===== config.mk =====
export PLATFORM = sky130hd
export DESIGN_NAME = alu_seq_ctrl
export DESIGN_NICKNAME = d
export VERILOG_FILES = /design/src/rtl/alu_seq_ctrl.sv
export SDC_FILE = /design/constraint.sdc
export NUM_CORES = 1
export LEC_CHECK = 0
export CAP_MARGIN = 15
export CORE_MARGIN = 2
export CORE_UTILIZATION = 55
export DETAILED_ROUTE_END_ITERATION = 8
export PLACE_DENSITY = 0.78
export SLEW_MARGIN = 10
export SYNTH_ARGS = -nofsm -noshare
export SYNTH_HDL_FRONTEND = slang
export SYNTH_SLANG_ARGS = --single-unit
export TNS_END_PERCENT = 50

===== constraint.sdc =====
create_clock -name clk -period 5.7 [get_ports clk]
set_input_delay 0.57 -clock clk [delete_from_list [all_inputs] [get_ports clk]]
set_output_delay 0.57 -clock clk [all_outputs]
set_load 0.03 [all_outputs]

===== src/rtl/alu_seq_ctrl.sv =====
// Sequential ALU control: single-cycle ADD/SUB and a fixed-latency shift-add multiplier
// behind a valid/ready request port and a held result port.
module alu_seq_ctrl #(
  parameter int unsigned XLEN  = 32,
  parameter int unsigned CNT_W = 6
) (
  input  logic            clk,
  input  logic            rst,
  input  logic            in_valid,
  output logic            in_ready,
  input  logic [1:0]      alu_op,
  input  logic [2:0]      funct3,
  input  logic [6:0]      funct7,
  input  logic [XLEN-1:0] op_a,
  input  logic [XLEN-1:0] op_b,
  input  logic            flush,
  output logic            out_valid,
  input  logic            out_ready,
  output logic [XLEN-1:0] out_result,
  output logic            out_zero,
  output logic            busy
);

  typedef enum logic [1:0] {StIdle, StMul, StDone} state_e;
  typedef enum logic [1:0] {OpAdd, OpSub, OpMul} op_e;

  state_e            state_q, state_d;
  logic [XLEN-1:0]   mcand_q, mcand_d;
  logic [XLEN-1:0]   mplier_q, mplier_d;
  logic [XLEN-1:0]   acc_q, acc_d;
  logic [CNT_W-1:0]  cnt_q, cnt_d;
  logic [XLEN-1:0]   result_q, result_d;
  logic              zero_q, zero_d;

  op_e               dec_op;
  logic              accept;
  logic [XLEN-1:0]   addsub_res;
  logic [XLEN-1:0]   acc_step;
  logic              mul_last;

  always_comb begin
    dec_op = OpAdd;
    unique case (alu_op)
      2'b00: dec_op = OpAdd;
      2'b01: dec_op = OpSub;
      2'b10: begin
        case ({funct7, funct3})
          10'b0000000_000: dec_op = OpAdd;
          10'b0100000_000: dec_op = OpSub;
          10'b0000001_000: dec_op = OpMul;
          default:         dec_op = OpAdd;
        endcase
      end
      2'b11: dec_op = (funct3 == 3'b001) ? OpSub : OpAdd;
      default: dec_op = OpAdd;
    endcase
  end

  // Flush in IDLE suppresses the accept so a request cannot slip through the abandon.
  assign accept     = in_valid && (state_q == StIdle) && !flush;
  assign addsub_res = (dec_op == OpSub) ? (op_a - op_b) : (op_a + op_b);
  assign acc_step   = mplier_q[0] ? (acc_q + mcand_q) : acc_q;
  assign mul_last   = (cnt_q == CNT_W'(XLEN - 1));

  always_comb begin
    state_d  = state_q;
    mcand_d  = mcand_q;
    mplier_d = mplier_q;
    acc_d    = acc_q;
    cnt_d    = cnt_q;
    result_d = result_q;
    zero_d   = zero_q;

    unique case (state_q)
      StIdle: begin
        if (accept) begin
          if (dec_op == OpMul) begin
            mcand_d  = op_a;
            mplier_d = op_b;
            acc_d    = '0;
            cnt_d    = '0;
            state_d  = StMul;
          end else begin
            result_d = addsub_res;
            zero_d   = (addsub_res == '0);
            state_d  = StDone;
          end
        end
      end
      StMul: begin
        // Fixed XLEN iterations regardless of operand values.
        acc_d    = acc_step;
        mcand_d  = mcand_q << 1;
        mplier_d = mplier_q >> 1;
        cnt_d    = cnt_q + CNT_W'(1);
        if (mul_last) begin
          result_d = acc_step;
          zero_d   = (acc_step == '0);
          state_d  = StDone;
        end
      end
      StDone: begin
        if (out_ready) begin
          state_d = StIdle;
        end
      end
      default: state_d = StIdle;
    endcase

    if (flush) begin
      state_d = StIdle;
    end
  end

  always_ff @(posedge clk) begin
    if (rst) begin
      state_q  <= StIdle;
      mcand_q  <= '0;
      mplier_q <= '0;
      acc_q    <= '0;
      cnt_q    <= '0;
      result_q <= '0;
      zero_q   <= 1'b1;
    end else begin
      state_q  <= state_d;
      mcand_q  <= mcand_d;
      mplier_q <= mplier_d;
      acc_q    <= acc_d;
      cnt_q    <= cnt_d;
      result_q <= result_d;
      zero_q   <= zero_d;
    end
  end

  assign in_ready   = (state_q == StIdle);
  assign out_valid  = (state_q == StDone);
  assign busy       = (state_q != StIdle);
  assign out_result = result_q;
  assign out_zero   = zero_q;

endmodule


==> flow_metrics.tcl, run 1 <==
set metrics [dict create \
    yosys_warnings 0 \
    postSynthCellCount 1460 \
    ant_nets 0 \
    rows 50 \
    fp.dieH_microns 143 \
    synth_area_sq_mm 0.0107 \
    design.core.area_sq_mm 0.0189 \
    diodes 0 \
    worst-path-buf-inv 4 \
    maxSlewViolCount 0 \
    setup_viol 0 \
    drc 0 \
    cts_hold_buf 0 \
    root_buffer "clkbuf_16" \
    h-tree-depth 4 \
    critPathKind "primary input to register" \
    skew_ns 0.00909 \
    gp_congestion 0.950 \
    fin_crit_sh_pct 91.2 \
    fin_tns_setup_ns 0 \
    clock_latency_ns 0.43 \
    startpoint_type "primary input" \
    synth_nets 1607 \
    numCtsBuffers 17 \
    fillers 1690 \
    dieArea_sq_mm 0.0206 \
    antenna_found_initial 0 \
    synth-seq-area-share_pct 25.6 \
    hold_class "register to register" \
    ys_ff_latch 137 \
    vias_per_cell 6.23 \
    dp_hpwl_microns 24000 \
    avgSynthCellArea_sq_um 7.32 \
    cp_max_fo 4 \
    hold_violations 0 \
    synth_edf_count 0 \
    clk_pin_slew_ns 0.06 \
    max_stage_delay_ns 0.52 \
    synth_top_area_share_pct 25.6 \
    fin_hold_ws_ns 0.462 \
    drt_iter0_markers 1012 \
    cts_resized 0 \
    layout-area-overhead-vs-synth_pct 17.4 \
    postCtsSetupBuffers 0 \
    cpLargestDelayFamily "simple AND/OR/NAND/NOR gates" \
    min_period_ns 5.20 \
    worstPathRequired_ns 6.05 \
    yosys-top-cells-area "dfxtp_1, nand2_1, ha_1, nor2_1, a21oi_1" \
    io_buffers 116 \
    tritoncts "done" \
    first_pass_iters 5 \
    grt_max_degree 91 \
    die_x_microns 143 \
    grt_pass1_wl_microns 52500 \
    async_flop_share_pct 0 \
    max_cap_viol_count 0 \
    yosys.cell_count.top_type "nand2_1" \
    path_cells "clkdlybuf4s50_1, inv_1, ha_1, nand2b_1, or4_1, or4_1, nor4_1, buf_4, inv_1, o21ai_0, xor2_1, ha_1, nand2_1, or2_2, or3_1, a21oi_1, o21ai_0, a21oi_1, o211ai_1, nor4_1, nand4_1, a41oi_2" \
    final_nets 1672 \
    slew_headroom_pct 34.0 \
    p_leak_nw 4.76 \
    synth_common_cells "nand2_1, nor2_1, dfxtp_1" \
    cp.arrival_ns 5.55 \
    start_util_pct 56.6 \
    final_util_pct 66.4 \
    tightest_slew_ns 0.990 \
    wl_per_cell_microns 17.8 \
    ios 117 \
    drive_above_1_share_pct 6.12 \
    synth.distinct_cells 83 \
    wirelength_microns 32000 \
    synth-main-ff-cell "dfxtp_1" \
    gr-total-overflow 0 \
    max_freq_ghz 0.192 \
    synth.largest_area_cell "dfxtp_1" \
    clk_path_buf_depth 2 \
    vias 11200 \
    p_per_area_mw_per_mm2 222 \
    status "finished, final reports clean" \
    cp-end-kind "register" \
    vdd_ir_drop_max_uv 215 \
    critPathSlowestCell "or4_1" \
    rsz0062_at_grt "false" \
    clkSinkCount 137 \
    grt_pass1_vias 10200 \
    grtUsageTotal_pct 31.8 \
]
-- routing by layer --
layer	wire length, microns	global-route usage, %	up-vias
met4	666	8.41	0
met5	0	0	-
met1	15500	48.5	5259
li1	-	-	5494
met2	13700	46.7	384
met3	2180	4.60	45
-- where the power goes --
part / total, W / leakage (nW) / internal, W / switching (W)
Clock: 0.00106 / 0.253 / 0.000618 / 0.000443
Sequential: 0.000994 / 1.11 / 0.000979 / 0.0000152
Combinational: 0.000734 / 3.40 / 0.000315 / 0.000420
Total: 0.00279 / 4.76 / 0.00191 / 0.000878
-- flip-flops by register name, indices dropped and copies added (netlist names) --
register    cells
cnt_q           6
acc_q          32
state_q         2
mcand_q        32
out_zero        1
mplier_q       32
out_result     32
-- worst paths after layout --
kind                 start             to  slack [ns]  depth (start not counted)
max                op_b[1]       out_zero        0.50                         22
min          out_result[0]  out_result[0]        0.46                          2
max reg2reg     mcand_q[0]       out_zero        1.65                         12
min reg2reg  out_result[0]  out_result[0]        0.46                          2
-- tightest hold or removal path, stage by stage, from the launching register on --
cell	delay, ns
dfxtp_1	0.31
nand2_1	0.05
a21oi_1	0.05
-- layout make-up --
| cell class | instances | area (sq um) | area share, % |
|---|---|---|---|
| Tap cell | 260 | 325 | 2.59 |
| Clock inverter | 10 | 97.6 | 0.778 |
| Inverter | 27 | 101 | 0.807 |
| Timing Repair Buffer | 142 | 1350 | 10.8 |
| Sequential cell | 137 | 2740 | 21.9 |
| Multi-Input combinational cell | 1200 | 7470 | 59.5 |
| Clock buffer | 20 | 457 | 3.64 |
-- cell usage in the layout (no fill, tap or decap), types with 10 or more instances in the layout --
master             n
nor2b_1           10
o31ai_1           14
nor2_1           163
nor3_1            29
o21a_1            13
a21o_1            27
a311oi_1          66
a21oi_1          120
nor4_1            19
o21bai_1          10
or3_1             15
clkbuf_16         17
a31oi_1           12
ha_1              64
xor2_1            39
nand4_1           19
dfxtp_1          136
a211oi_1          14
o211ai_1          16
buf_4             27
nand2_1          239
inv_1             26
clkdlybuf4s50_1  115
o21ai_0           75
and3_1            14
or4_1             11
nand3_1           25
nand2b_1          11
xnor2_1           37
-- logic make-up after synthesis --
| logic type | after synthesis | share of synthesized area, % |
|---|---|---|
| simple gates | 593 | 25.2 |
| compound gates | 447 | 28.6 |
| flops | 137 | 25.6 |
| buf+inv | 123 | 4.67 |
| xor+xnor | 76 | 6.23 |
| fa+ha+maj | 66 | 7.86 |
| mux | 18 | 1.79 |
-- per-stage QoR --
stage / std cells / cell area, sq um / total power (W) / setup slack [ns]
final: 1796 / 12600 / 0.00279 / 0.502
after detailed placement: 1766 / 12000 / 0.00174 / 0.0671
after CTS: 1796 / 12600 / 0.00279 / 0.529
after floorplan: 1460 / 10700 / 0.00148 / 0.750
after global placement: 1766 / 12000 / 0.00173 / 0.144
after global routing: 1796 / 12600 / 0.00291 / 0.0457
Note: power is estimated with default switching activity, not from simulation.
==> inputs of run 2 (changes only) <==
- CORE_MARGIN: 2 -> 4
- SLEW_MARGIN: 10 -> 20
==> flow_metrics.tcl, run 2 (synthesis results as in run 1) <==
set metrics [dict create \
    grt_pass1_wl_microns 51900 \
    cts_resized 0 \
    cp-endpoint "out_zero" \
    vias 11200 \
    numCtsBuffers 17 \
    design_area_sq_mm 0.0126 \
    final_nets 1670 \
    rrSetupSlack_ns 1.62 \
    dieArea_sq_mm 0.0217 \
    tightest_slew_ns 0.887 \
    status "finished, final reports clean" \
    clock_latency_ns 0.43 \
    first_pass_iters 5 \
    worstPathRequired_ns 6.06 \
    min_period_ns 5.24 \
    maxSlewViolCount 0 \
    gp_congestion 0.911 \
    cp.arrival_ns 5.60 \
    fin_crit_sh_pct 92.0 \
    final_cell_mix "nand2_1, nor2_1, dfxtp_1" \
    min_path_cells 2 \
    cp-end-kind "register" \
    antenna_found_initial 0 \
    wl_per_cell_microns 18.0 \
    power_w 0.00280 \
    clkSinkCount 137 \
    ant_nets 0 \
    rsz0062_at_grt "false" \
    max_cap_viol_count 0 \
    hold_start "acc_q[31]" \
    tritoncts "done" \
    die_x_microns 147 \
    io_buffers 116 \
    max_stage_delay_ns 0.52 \
    final_common_cell "nand2_1" \
    drc 0 \
    grt_max_degree 82 \
    cpMostUsedCell "or4_1" \
    grt_pass1_vias 9966 \
    slew_headroom_pct 40.9 \
    worst_r2r_path_depth 12 \
    cp_max_fo 5 \
    ios 117 \
    p_leak_nw 4.78 \
    crit_cells 22 \
    r2r_start "mcand_q[0]" \
    clk_path_buf_depth 2 \
    place_ws_ns 0.0353 \
    fin_ws_ns 0.458 \
    critPathSlowestCell "or4_1" \
    layout-area-overhead-vs-synth_pct 17.4 \
    postCtsSetupBuffers 0 \
    r2r-end "out_zero" \
    critPathKind "primary input to register" \
    startpoint_type "primary input" \
    fin_tns_setup_ns 0 \
    h-tree-depth 4 \
    rows 50 \
    gr-total-overflow 0 \
    path_cells "clkdlybuf4s50_1, inv_1, ha_1, nand2b_1, or4_1, or4_1, nor4_1, buf_4, inv_1, o21ai_0, xor2_1, ha_1, a21oi_1, o211ai_1, a221oi_1, o31ai_1, or4_1, nand3_1, o211ai_1, nor4_1, nand4_1, a41oi_2" \
    dp_hpwl_microns 24700 \
    p_per_area_mw_per_mm2 223 \
    max_freq_ghz 0.191 \
    vdd_ir_drop_max_uv 231 \
    fp.dieH_microns 147 \
    design.core.area_sq_mm 0.0189 \
    placed_cell_area_sq_mm 0.0120 \
    vias_per_cell 6.23 \
    cts_hold_buf 0 \
    root_buffer "clkbuf_16" \
    wirelength_microns 32300 \
    diodes 0 \
    hold_violations 0 \
    critPathLaunch "op_b[1]" \
    skew_ns 0.0109 \
    clk_pin_slew_ns 0.07 \
    setup_viol 0 \
    cpLargestDelayFamily "simple AND/OR/NAND/NOR gates" \
    drive_above_1_share_pct 6.18 \
    grtUsageTotal_pct 29.0 \
    worst-path-buf-inv 4 \
    drt_iter0_markers 921 \
    start_util_pct 56.6 \
    hold_class "register to register" \
]
run 2: cell count changes in the layout (fill, tap and decap cells not counted), moves of 2 or more:
cell | before | now
buf_4 | 27 | 25
inv_8 | 0 | 4
clkinvlp_4 | 6 | 1
inv_6 | 1 | 3
clkinv_4 | 1 | 4
run 2: worst min-delay path by stage:
stage                               end  slack [ns]
after floorplan               acc_q[31]        0.44
after global placement    out_result[0]        0.45
after detailed placement      acc_q[31]        0.46
after CTS                     acc_q[31]        0.47
after global routing          acc_q[17]        0.49
final                         acc_q[31]        0.47
run 2: layer usage:
layer / vias to the layer above / wire (microns) / GRT usage (%)
li1: 5514 / - / -
met1: 5208 / 15300 / 43.8
met2: 435 / 14200 / 44.9
met3: 34 / 2420 / 3.49
met4: 0 / 345 / 5.45
met5: - / 0 / 0
run 2: final cells by class:
cell class / count / area [sq um]
Multi-Input combinational cell: 1200 / 7470
Fill cell: 1691 / 6340
Sequential cell: 137 / 2740
Timing Repair Buffer: 140 / 1340
Clock buffer: 18 / 439
Tap cell: 260 / 325
Clock inverter: 14 / 135
Inverter: 27 / 101
run 2: power breakdown:
group          internal [W]  switching [W]
sequential         0.000978      0.0000163
clock              0.000589       0.000490
combinational      0.000310       0.000420
total               0.00188       0.000926
run 2: through the flow:
stage / hold WS, ns / utilization (%) / std cells
floorplan: 0.444 / - / 1460
global placement: 0.447 / 63.4 / 1764
detailed placement: 0.457 / 63.4 / 1764
CTS: 0.466 / 66.5 / 1796
global route: 0.491 / 66.5 / 1796
finish: 0.467 / 66.5 / 1796
run 2: worst min-delay path, cell delays in order (launching register included):
cell     delay (ns)
dfxtp_1        0.32
nand2_1        0.05
a21oi_1        0.05
